**src/rtl/ascii_number_parser.sv**
```systemverilog
// ASCII decimal number parser: accumulates '0'..'9' characters into a binary value
// and emits one result per terminator. Optional negative numbers: ASCII_PARSE_SIGN_EN.

module ascii_number_parser #(
    parameter int WIDTH      = 20,
    parameter int MAX_DIGITS = 6
) (
    input  logic             clk,
    input  logic             reset,
    input  logic [7:0]       in_data,
    input  logic             in_valid,
    output logic             in_ready,
    output logic [WIDTH-1:0] out_value,
    output logic             out_error,
    output logic             out_valid,
    input  logic             out_ready
);

    // state | meaning
    // IDLE  | skipping whitespace, waiting for the first character of a number
    // ACCUM | accumulating digits
    // FLUSH | bad character or overflow seen, discarding until a terminator
    // DONE  | result presented, waiting for out_ready
    typedef enum logic [1:0] {
        S_IDLE  = 2'd0,
        S_ACCUM = 2'd1,
        S_FLUSH = 2'd2,
        S_DONE  = 2'd3
    } state_t;

    localparam int            CW      = $clog2(MAX_DIGITS + 1);
    localparam logic [CW-1:0] CNT_MAX = CW'(MAX_DIGITS);
    localparam logic [CW-1:0] CNT_ONE = CW'(1);

    state_t           state_q, state_d;
    logic [WIDTH-1:0] acc_q, acc_d;
    logic [WIDTH-1:0] val_q, val_d;
    logic [CW-1:0]    cnt_q, cnt_d;
    logic             err_q, err_d;
`ifdef ASCII_PARSE_SIGN_EN
    logic             sign_q, sign_d;
    logic             is_minus;
`endif

    logic             is_digit;
    logic             is_term;
    logic             accept;
    logic             acc_ovf;
    logic [WIDTH+3:0] acc_x10;
    logic [WIDTH-1:0] term_val;
    logic             term_err;

    assign is_digit = (in_data >= 8'h30) && (in_data <= 8'h39);
    assign is_term  = (in_data == 8'h0D) || (in_data == 8'h0A) || (in_data == 8'h20);
    assign accept   = in_valid && (state_q != S_DONE);
`ifdef ASCII_PARSE_SIGN_EN
    assign is_minus = (in_data == 8'h2D);
`endif

    // acc*10 + digit, with four guard bits to catch a carry out of WIDTH
    assign acc_x10 = ({4'b0000, acc_q} << 3) + ({4'b0000, acc_q} << 1)
                   + {{WIDTH{1'b0}}, in_data[3:0]};
    assign acc_ovf = |acc_x10[WIDTH+3:WIDTH];

    always_comb begin
`ifdef ASCII_PARSE_SIGN_EN
        term_err = sign_q && (cnt_q == '0);
        if (term_err) begin
            term_val = '0;
        end else if (sign_q) begin
            term_val = -acc_q;
        end else begin
            term_val = acc_q;
        end
`else
        term_err = 1'b0;
        term_val = acc_q;
`endif
    end

    always_ff @(posedge clk) begin
        if (reset) begin
            state_q <= S_IDLE;
            acc_q   <= '0;
            cnt_q   <= '0;
            val_q   <= '0;
            err_q   <= 1'b0;
`ifdef ASCII_PARSE_SIGN_EN
            sign_q  <= 1'b0;
`endif
        end else begin
            state_q <= state_d;
            acc_q   <= acc_d;
            cnt_q   <= cnt_d;
            val_q   <= val_d;
            err_q   <= err_d;
`ifdef ASCII_PARSE_SIGN_EN
            sign_q  <= sign_d;
`endif
        end
    end

    always_comb begin
        state_d = state_q;
        acc_d   = acc_q;
        cnt_d   = cnt_q;
        val_d   = val_q;
        err_d   = err_q;
`ifdef ASCII_PARSE_SIGN_EN
        sign_d  = sign_q;
`endif
        case (state_q)
            S_IDLE: begin
                if (accept) begin
                    if (is_digit) begin
                        acc_d   = {{(WIDTH-4){1'b0}}, in_data[3:0]};
                        cnt_d   = CNT_ONE;
                        state_d = S_ACCUM;
                    end
`ifdef ASCII_PARSE_SIGN_EN
                    else if (is_minus) begin
                        sign_d  = 1'b1;
                        acc_d   = '0;
                        cnt_d   = '0;
                        state_d = S_ACCUM;
                    end
`endif
                    else if (!is_term) begin
                        state_d = S_FLUSH;
                    end
                end
            end
            S_ACCUM: begin
                if (accept) begin
                    if (is_digit) begin
                        if ((cnt_q == CNT_MAX) || acc_ovf) begin
                            state_d = S_FLUSH;
                        end else begin
                            acc_d = acc_x10[WIDTH-1:0];
                            cnt_d = cnt_q + 1'b1;
                        end
                    end else if (is_term) begin
                        val_d   = term_val;
                        err_d   = term_err;
                        state_d = S_DONE;
                    end else begin
                        state_d = S_FLUSH;
                    end
                end
            end
            S_FLUSH: begin
                if (accept && is_term) begin
                    val_d   = '0;
                    err_d   = 1'b1;
                    state_d = S_DONE;
                end
            end
            S_DONE: begin
                if (out_ready) begin
                    acc_d   = '0;
                    cnt_d   = '0;
`ifdef ASCII_PARSE_SIGN_EN
                    sign_d  = 1'b0;
`endif
                    state_d = S_IDLE;
                end
            end
            default: state_d = S_IDLE;
        endcase
    end

    // handshake flags are pure decodes of the registered state
    always_comb begin
        in_ready  = (state_q != S_DONE);
        out_valid = (state_q == S_DONE);
        out_value = val_q;
        out_error = err_q;
    end

endmodule

```
**config.mk**
```make
export PLATFORM = sky130hd
export DESIGN_NAME = ascii_number_parser
export DESIGN_NICKNAME = d
export VERILOG_FILES = /design/src/rtl/ascii_number_parser.sv
export SDC_FILE = /design/constraint.sdc
export NUM_CORES = 1
export LEC_CHECK = 0
export CAP_MARGIN = 20
export CORE_MARGIN = 2
export CORE_UTILIZATION = 50
export CTS_BUF_LIST = sky130_fd_sc_hd__clkbuf_8
export DETAILED_ROUTE_END_ITERATION = 8
export PLACE_DENSITY = 0.77
export SYNTH_ARGS = -nofsm -noshare
export SYNTH_HDL_FRONTEND = slang
export SYNTH_SLANG_ARGS = --single-unit
```
**constraint.sdc**
```tcl
create_clock -name clk -period 11.9 [get_ports clk]
set_input_delay 1.19 -clock clk [delete_from_list [all_inputs] [get_ports clk]]
set_output_delay 1.19 -clock clk [all_outputs]
set_load 0.005 [all_outputs]
```
==> impl_metrics.json, run 1 <==
{
  "synth_area_sq_um": 3470,
  "rsz0062_at_grt": "no",
  "synth_cell_types": 64,
  "grt_pass1_vias": 2991,
  "instances_no_fill": 523,
  "cts.sinks": 46,
  "crit_type": "input pin to register",
  "start_kind": "input pin",
  "cts_resized": 0,
  "clockRootBuffer": "clkbuf_8",
  "whs_endpoint": "out_value[10]",
  "layout_setup_ws_ns": 6.57,
  "path_clk_slew_ns": 0.09,
  "holdBufCountCts": 0,
  "vias_per_cell": 6.18,
  "drc_errors": 0,
  "ir_drop_uv": 60.7,
  "synthArstFlopShare_pct": 0,
  "crit_path_top_delay_cell": "fa_1",
  "skew_ns": 0.00697,
  "cp-end-kind": "register",
  "grt_pass1_wl_mm": 14.0,
  "coreArea_sq_um": 6760,
  "final_cell_mix": "46 x ha_1, 46 x dfxtp_1, 43 x a21oi_1",
  "htree_levels": 2,
  "r2r-start": "acc_q[0]",
  "io_pins": 35,
  "cts_buffer_depth": 2,
  "dieArea_sq_um": 7630,
  "synth_seq_cells": 46,
  "yosys_warnings": 0,
  "synth_ff_type": "dfxtp_1",
  "synth_cells": 414,
  "outcome": "complete, no violations",
  "cp_cell_sequence": "clkdlybuf4s50_1, inv_1, fa_1, inv_1, fa_1, a21o_1, a221o_1, a21o_1, a2111oi_1, o31ai_1, nor4_4, and3_1, a22o_1",
  "vias": 3233,
  "final_nets": 502,
  "area_delta_synth_final_pct": 13.8,
  "place_inst": 513,
  "reg2reg_to": "acc_q[6]",
  "drive_above_1_share_pct": 5.64,
  "min-delay-path-class": "register to register",
  "r2r_slack_ns": 7.65,
  "grt_usage_pct": 22.7,
  "hold_slack_ns": 0.452,
  "setup_viol": 0,
  "dr.pass1.iters": 7,
  "dr.first_iter.drc_count": 148,
  "drtAntennaViolNets": 0,
  "die_y_microns": 87.4,
  "min_period_ns": 5.33,
  "antenna_cells": 0,
  "wire_per_inst_microns": 16.0,
  "overflow": 0,
  "place_congestion": 0.922,
  "grt_max_degree": 35,
  "tightest_slew_ns": 0.909,
  "ff2ff_path_depth": 12,
  "initial_core_util_pct": 51.4,
  "antenna_found_initial": 0,
  "rows": 30,
  "clock_latency_ns": 0.30,
  "cts_tree": "built",
  "ys_seq_area_share_pct": 26.5,
  "hold_depth": 2,
  "slowest_delay_ns": 0.53,
  "port_buffers": 34,
  "routed_wirelength_mm": 8.39,
  "crit_fanout": 13,
  "cts_made_buffers": 5,
  "syn_avg_cell_area_sq_um": 8.39,
  "max-cap-violations": 0,
  "fin_crit_sh_pct": 44.8,
  "p_per_area_nw_per_um2": 105,
  "pre_cts_slack_ns": 6.30,
  "relSlewSlack_pct": 39.1,
  "hold_viol": 0,
  "report.final.slew_viol_count": 0,
  "arrival_ns": 5.57,
  "dp_hpwl_mm": 6.63,
  "required_ns": 12.14,
  "synth_edf_count": 0,
  "chipWidth_microns": 87.4,
  "fmax_mhz": 188,
  "postCtsSetupBuffers": 0,
  "finalSetupTns_ns": 0,
  "syn_nets": 474,
  "p_leak_nw": 1.64,
  "worstHoldStart": "out_value[10]"
}
## power by group
part	leakage (nW)	internal (mW)	total, mW	switching (mW)
Sequential	0.372	0.162	0.170	0.00789
Combinational	1.22	0.0601	0.149	0.0885
Clock	0.0441	0.0413	0.0956	0.0542
Total	1.64	0.263	0.414	0.151
## worst max-delay path: cells and delay by family
family | cells | cell delay (ns)
AO/OA/AOI/OAI | 6 | 1.68
adder cells (fa/ha/maj) | 2 | 1.00
buffers and inverters | 3 | 0.65
AND/OR/NAND/NOR | 2 | 1.04
## cell families (layout without fill, tap and decap cells)
| kind of cell | count (synthesis) | in the layout | share of synthesized area [%] |
|---|---|---|---|
| AOI/OAI and AO/OA | 128 | 128 | 25.7 |
| xor gates and xnor gates | 14 | 14 | 3.53 |
| adders and majority gates | 48 | 48 | 17.7 |
| buffers and inverters | 36 | 65 | 4.43 |
| DFF | 46 | 46 | 26.5 |
| muxes | 1 | 1 | 0.288 |
| and+or+nand+nor | 141 | 141 | 21.8 |
## metal layers
layer / vias to the layer above / wire length, microns / global-route usage [%] / share of wire (%)
met3: 14 / 372 / 3.41 / 4.4
li1: 1608 / - / - / -
met5: - / 0 / 0 / 0
met2: 77 / 3910 / 37.2 / 47
met1: 1534 / 3960 / 31.0 / 47
met4: 0 / 150 / 6.43 / 1.8
## worst max path at each step
stage	start	to	slack, ns	cells past startpoint
finish	in_data[3]	acc_q[6]	6.57	13
global route	in_data[3]	acc_q[17]	6.36	13
detailed placement	in_data[3]	acc_q[17]	6.30	13
floorplan	in_data[3]	acc_q[15]	7.23	13
CTS	in_data[3]	acc_q[6]	6.60	13
global placement	in_data[3]	acc_q[14]	6.43	13
## registers in the layout (all words and copies together), names as in the netlist
signal,count
acc_q,20
out_value,20
cnt_q,3
state_q,2
out_error,1
## synth_stat cells (2+ instances only)
master	n	area share [%]
xor2_1	2	0.50
buf_6	2	0.65
nand2_1	42	4.5
a22o_1	13	3.3
o21ai_0	13	1.9
o2bb2ai_1	3	0.76
and3_1	5	0.90
buf_2	3	0.43
a21oi_1	43	6.2
xnor2_1	12	3.0
a211oi_1	5	1.1
nor2_1	21	2.3
or3_1	4	0.72
clkbuf_1	11	1.2
dfxtp_1	46	27
o211ai_1	4	0.86
a22oi_1	3	0.65
a21boi_0	2	0.43
nand3_1	9	1.3
nand3b_1	19	4.1
inv_1	20	2.2
fa_1	2	1.2
a21o_1	11	2.4
a221o_1	2	0.58
ha_1	46	17
a31o_2	4	1.0
o31ai_1	4	0.86
nand4_1	6	1.1
nor3_1	16	2.3
a31oi_1	2	0.36
a211o_1	3	0.76
or4_1	2	0.43
nor4_1	3	0.54
## cell type report
class                           count  area (sq um)
Timing Repair Buffer               37           367
Fill cell                         615          2800
Clock buffer                        5          68.8
Tap cell                           80           100
Inverter                           20          75.1
Multi-Input combinational cell    332          2400
Sequential cell                    46           921
Clock inverter                      3          21.3
## through the flow
stage	area, sq um	utilization [%]	power, mW
after floorplan	3470	-	0.287
after global placement	3840	56.9	0.314
after detailed placement	3840	56.9	0.320
after CTS	3930	58.2	0.414
after global routing	3950	58.5	0.438
final	3950	58.5	0.414
(Power assumes the default switching activity.)
==> run 2, diff against run 1 <==
- PLACE_DENSITY: 0.77 -> 0.8
- clock period: 11.9 -> 4.36 ns (I/O delays scaled with it)
==> run 2 against run 1 <==
Against the previous run:
- combinational power rose to 2.8 times the previous value
- global-route usage up 0.73 points
- first-iteration DRC count up 51%
- critical path depth up 2
- count of clock-buffer cells in the layout unchanged
==> impl_metrics.json, run 2 (same netlist as run 1, synthesis figures left out) <==
{
  "drc_errors": 0,
  "io_pins": 35,
  "hold_viol": 0,
  "grt_usage_pct": 23.5,
  "dieArea_sq_um": 7630,
  "grt_pass1_vias": 3131,
  "dr.pass1.iters": 5,
  "die_y_microns": 87.4,
  "p_per_area_nw_per_um2": 281,
  "utilization_pct": 60.3,
  "switching_power_uw": 413,
  "antenna_found_initial": 0,
  "r2r-start": "acc_q[0]",
  "cts_tree": "built",
  "arrival_ns": 4.40,
  "crit_path_end": "acc_q[6]",
  "slowest_delay_ns": 0.54,
  "rows": 30,
  "cts_buffer_depth": 2,
  "crit_buf_inv": 5,
  "cp-end-kind": "register",
  "comb_power_share_pct": 36.8,
  "reg2reg_to": "acc_q[6]",
  "wire_per_inst_microns": 15.9,
  "ff2ff_path_depth": 14,
  "setup_viol": 0,
  "cp-startpoint": "in_data[3]",
  "antenna_cells": 0,
  "p_leak_nw": 1.71,
  "max-cap-violations": 0,
  "clock_latency_ns": 0.30,
  "tightest_slew_ns": 0.838,
  "worstHoldStart": "out_value[5]",
  "design_area_sq_um": 4080,
  "routed_wirelength_mm": 8.52,
  "vias_per_cell": 6.12,
  "seq_area_sq_um": 921,
  "p_sw_share_pct": 36.1,
  "cts_resized": 0,
  "grt_pass1_wl_mm": 14.4,
  "crit_type": "input pin to register",
  "min_period_ns": 4.16,
  "rsz0062_at_grt": "no",
  "ir_drop_uv": 148,
  "report.final.slew_viol_count": 0,
  "holdBufCountCts": 0,
  "p_clk_share_pct": 22.7,
  "pwr-share-seq_pct": 40.5,
  "dp_hpwl_mm": 6.87,
  "crit_path_top_delay_cell": "fa_1",
  "min-delay-path-class": "register to register",
  "fin_crit_sh_pct": 95.3,
  "place_congestion": 0.915,
  "initial_core_util_pct": 51.4,
  "final_nets": 516,
  "clockRootBuffer": "clkbuf_8",
  "port_buffers": 34,
  "path_depth": 15,
  "fmax_mhz": 241,
  "chipWidth_microns": 87.4,
  "r2r_slack_ns": 0.52,
  "vias": 3287,
  "multi_input_area_sq_um": 2410,
  "cts.sinks": 46,
  "place_area_sq_um": 3980,
  "critPathTopFamily": "simple AND/OR/NAND/NOR gates",
  "cts_made_buffers": 5,
  "drive_above_1_share_pct": 8.97,
  "htree_levels": 2,
  "area_delta_synth_final_pct": 17.3,
  "path_clk_slew_ns": 0.09,
  "drtAntennaViolNets": 0,
  "num-fill-cells": 571,
  "final_cell_mix": "46 x ha_1, 46 x dfxtp_1, 43 x a21oi_1",
  "start_kind": "input pin",
  "relSlewSlack_pct": 43.7,
  "overflow": 0,
  "crit_fanout": 13,
  "dr.first_iter.drc_count": 224,
  "grt_max_degree": 35,
  "skew_ns": 0.00909,
  "outcome": "complete, no violations",
  "power.internal_uw": 731,
  "cp_cell_sequence": "clkdlybuf4s50_1, inv_1, fa_1, inv_1, fa_1, a21o_1, a221oi_4, o21ai_2, and4_4, or4_4, nor4_4, buf_4, and3_1, buf_12, a22o_1",
  "postCtsSetupBuffers": 0,
  "coreArea_sq_um": 6760,
  "finalSetupTns_ns": 0,
  "required_ns": 4.60,
  "power_mw": 1.14
}
-- run 2: changes by cell type in the layout (fill, tap and decap cells not counted) --
| cell | change |
|---|---|
| buf_12 | +1 |
| a2111oi_1 | -1 |
| o31ai_1 | -1 |
| buf_6 | -1 |
| buf_4 | +14 |
| o31ai_2 | +1 |
| a2111oi_2 | +1 |
-- run 2: power by group through the flow --
stage	Combinational, mW	Clock, mW	Sequential [mW]
after floorplan	0.318	0	0.467
after global placement	0.399	0	0.472
after detailed placement	0.417	0	0.474
after CTS	0.418	0.262	0.464
after global routing	0.468	0.278	0.466
final	0.421	0.259	0.463
-- run 2: stage by stage --
stage | setup slack, ns | instances | hold slack (ns)
6_report | 0.204 | 537 | 0.451
3_3_place_gp | -0.0253 | 529 | 0.437
3_5_place_dp | -0.153 | 529 | 0.444
4_1_cts | 0.145 | 537 | 0.456
5_1_grt | 0.0856 | 537 | 0.467
2_1_floorplan | 0.447 | 414 | 0.448
-- run 2: tightest hold or removal path: stages, from the launching register on --
cell	delay, ns
dfxtp_1	0.32
nand2_1	0.05
a21oi_1	0.05
-- run 2: final cells by class --
| type | count | area share [%] |
|---|---|---|
| Clock inverter | 3 | 0.522 |
| Tap cell | 80 | 2.46 |
| Clock buffer | 5 | 1.69 |
| Inverter | 20 | 1.84 |
| Timing Repair Buffer | 51 | 11.8 |
| Multi-Input combinational cell | 332 | 59.1 |
| Sequential cell | 46 | 22.6 |
-- run 2: worst min-delay path by stage --
| stage | slack (ns) | cells after the start | end |
|---|---|---|---|
| after detailed placement | 0.44 | 2 | out_value[2] |
| after floorplan | 0.45 | 2 | out_value[19] |
| after global routing | 0.47 | 2 | out_value[13] |
| after global placement | 0.44 | 2 | out_value[0] |
| final | 0.45 | 2 | out_value[5] |
| after CTS | 0.46 | 2 | out_value[5] |
-- run 2: metal layers --
layer / wire length (microns) / vias to the layer above / global-route usage [%]
met1: 3800 / 1519 / 31.1
li1: - / 1631 / -
met2: 4020 / 117 / 38.5
met3: 498 / 20 / 3.22
met4: 208 / 0 / 9.09
met5: 0 / - / 0
==> run 3, diff against run 2 <==
- TNS_END_PERCENT: not set -> 1
==> results of run 3 <==
Final layout, timing and power as in run 2 (identical DEF).
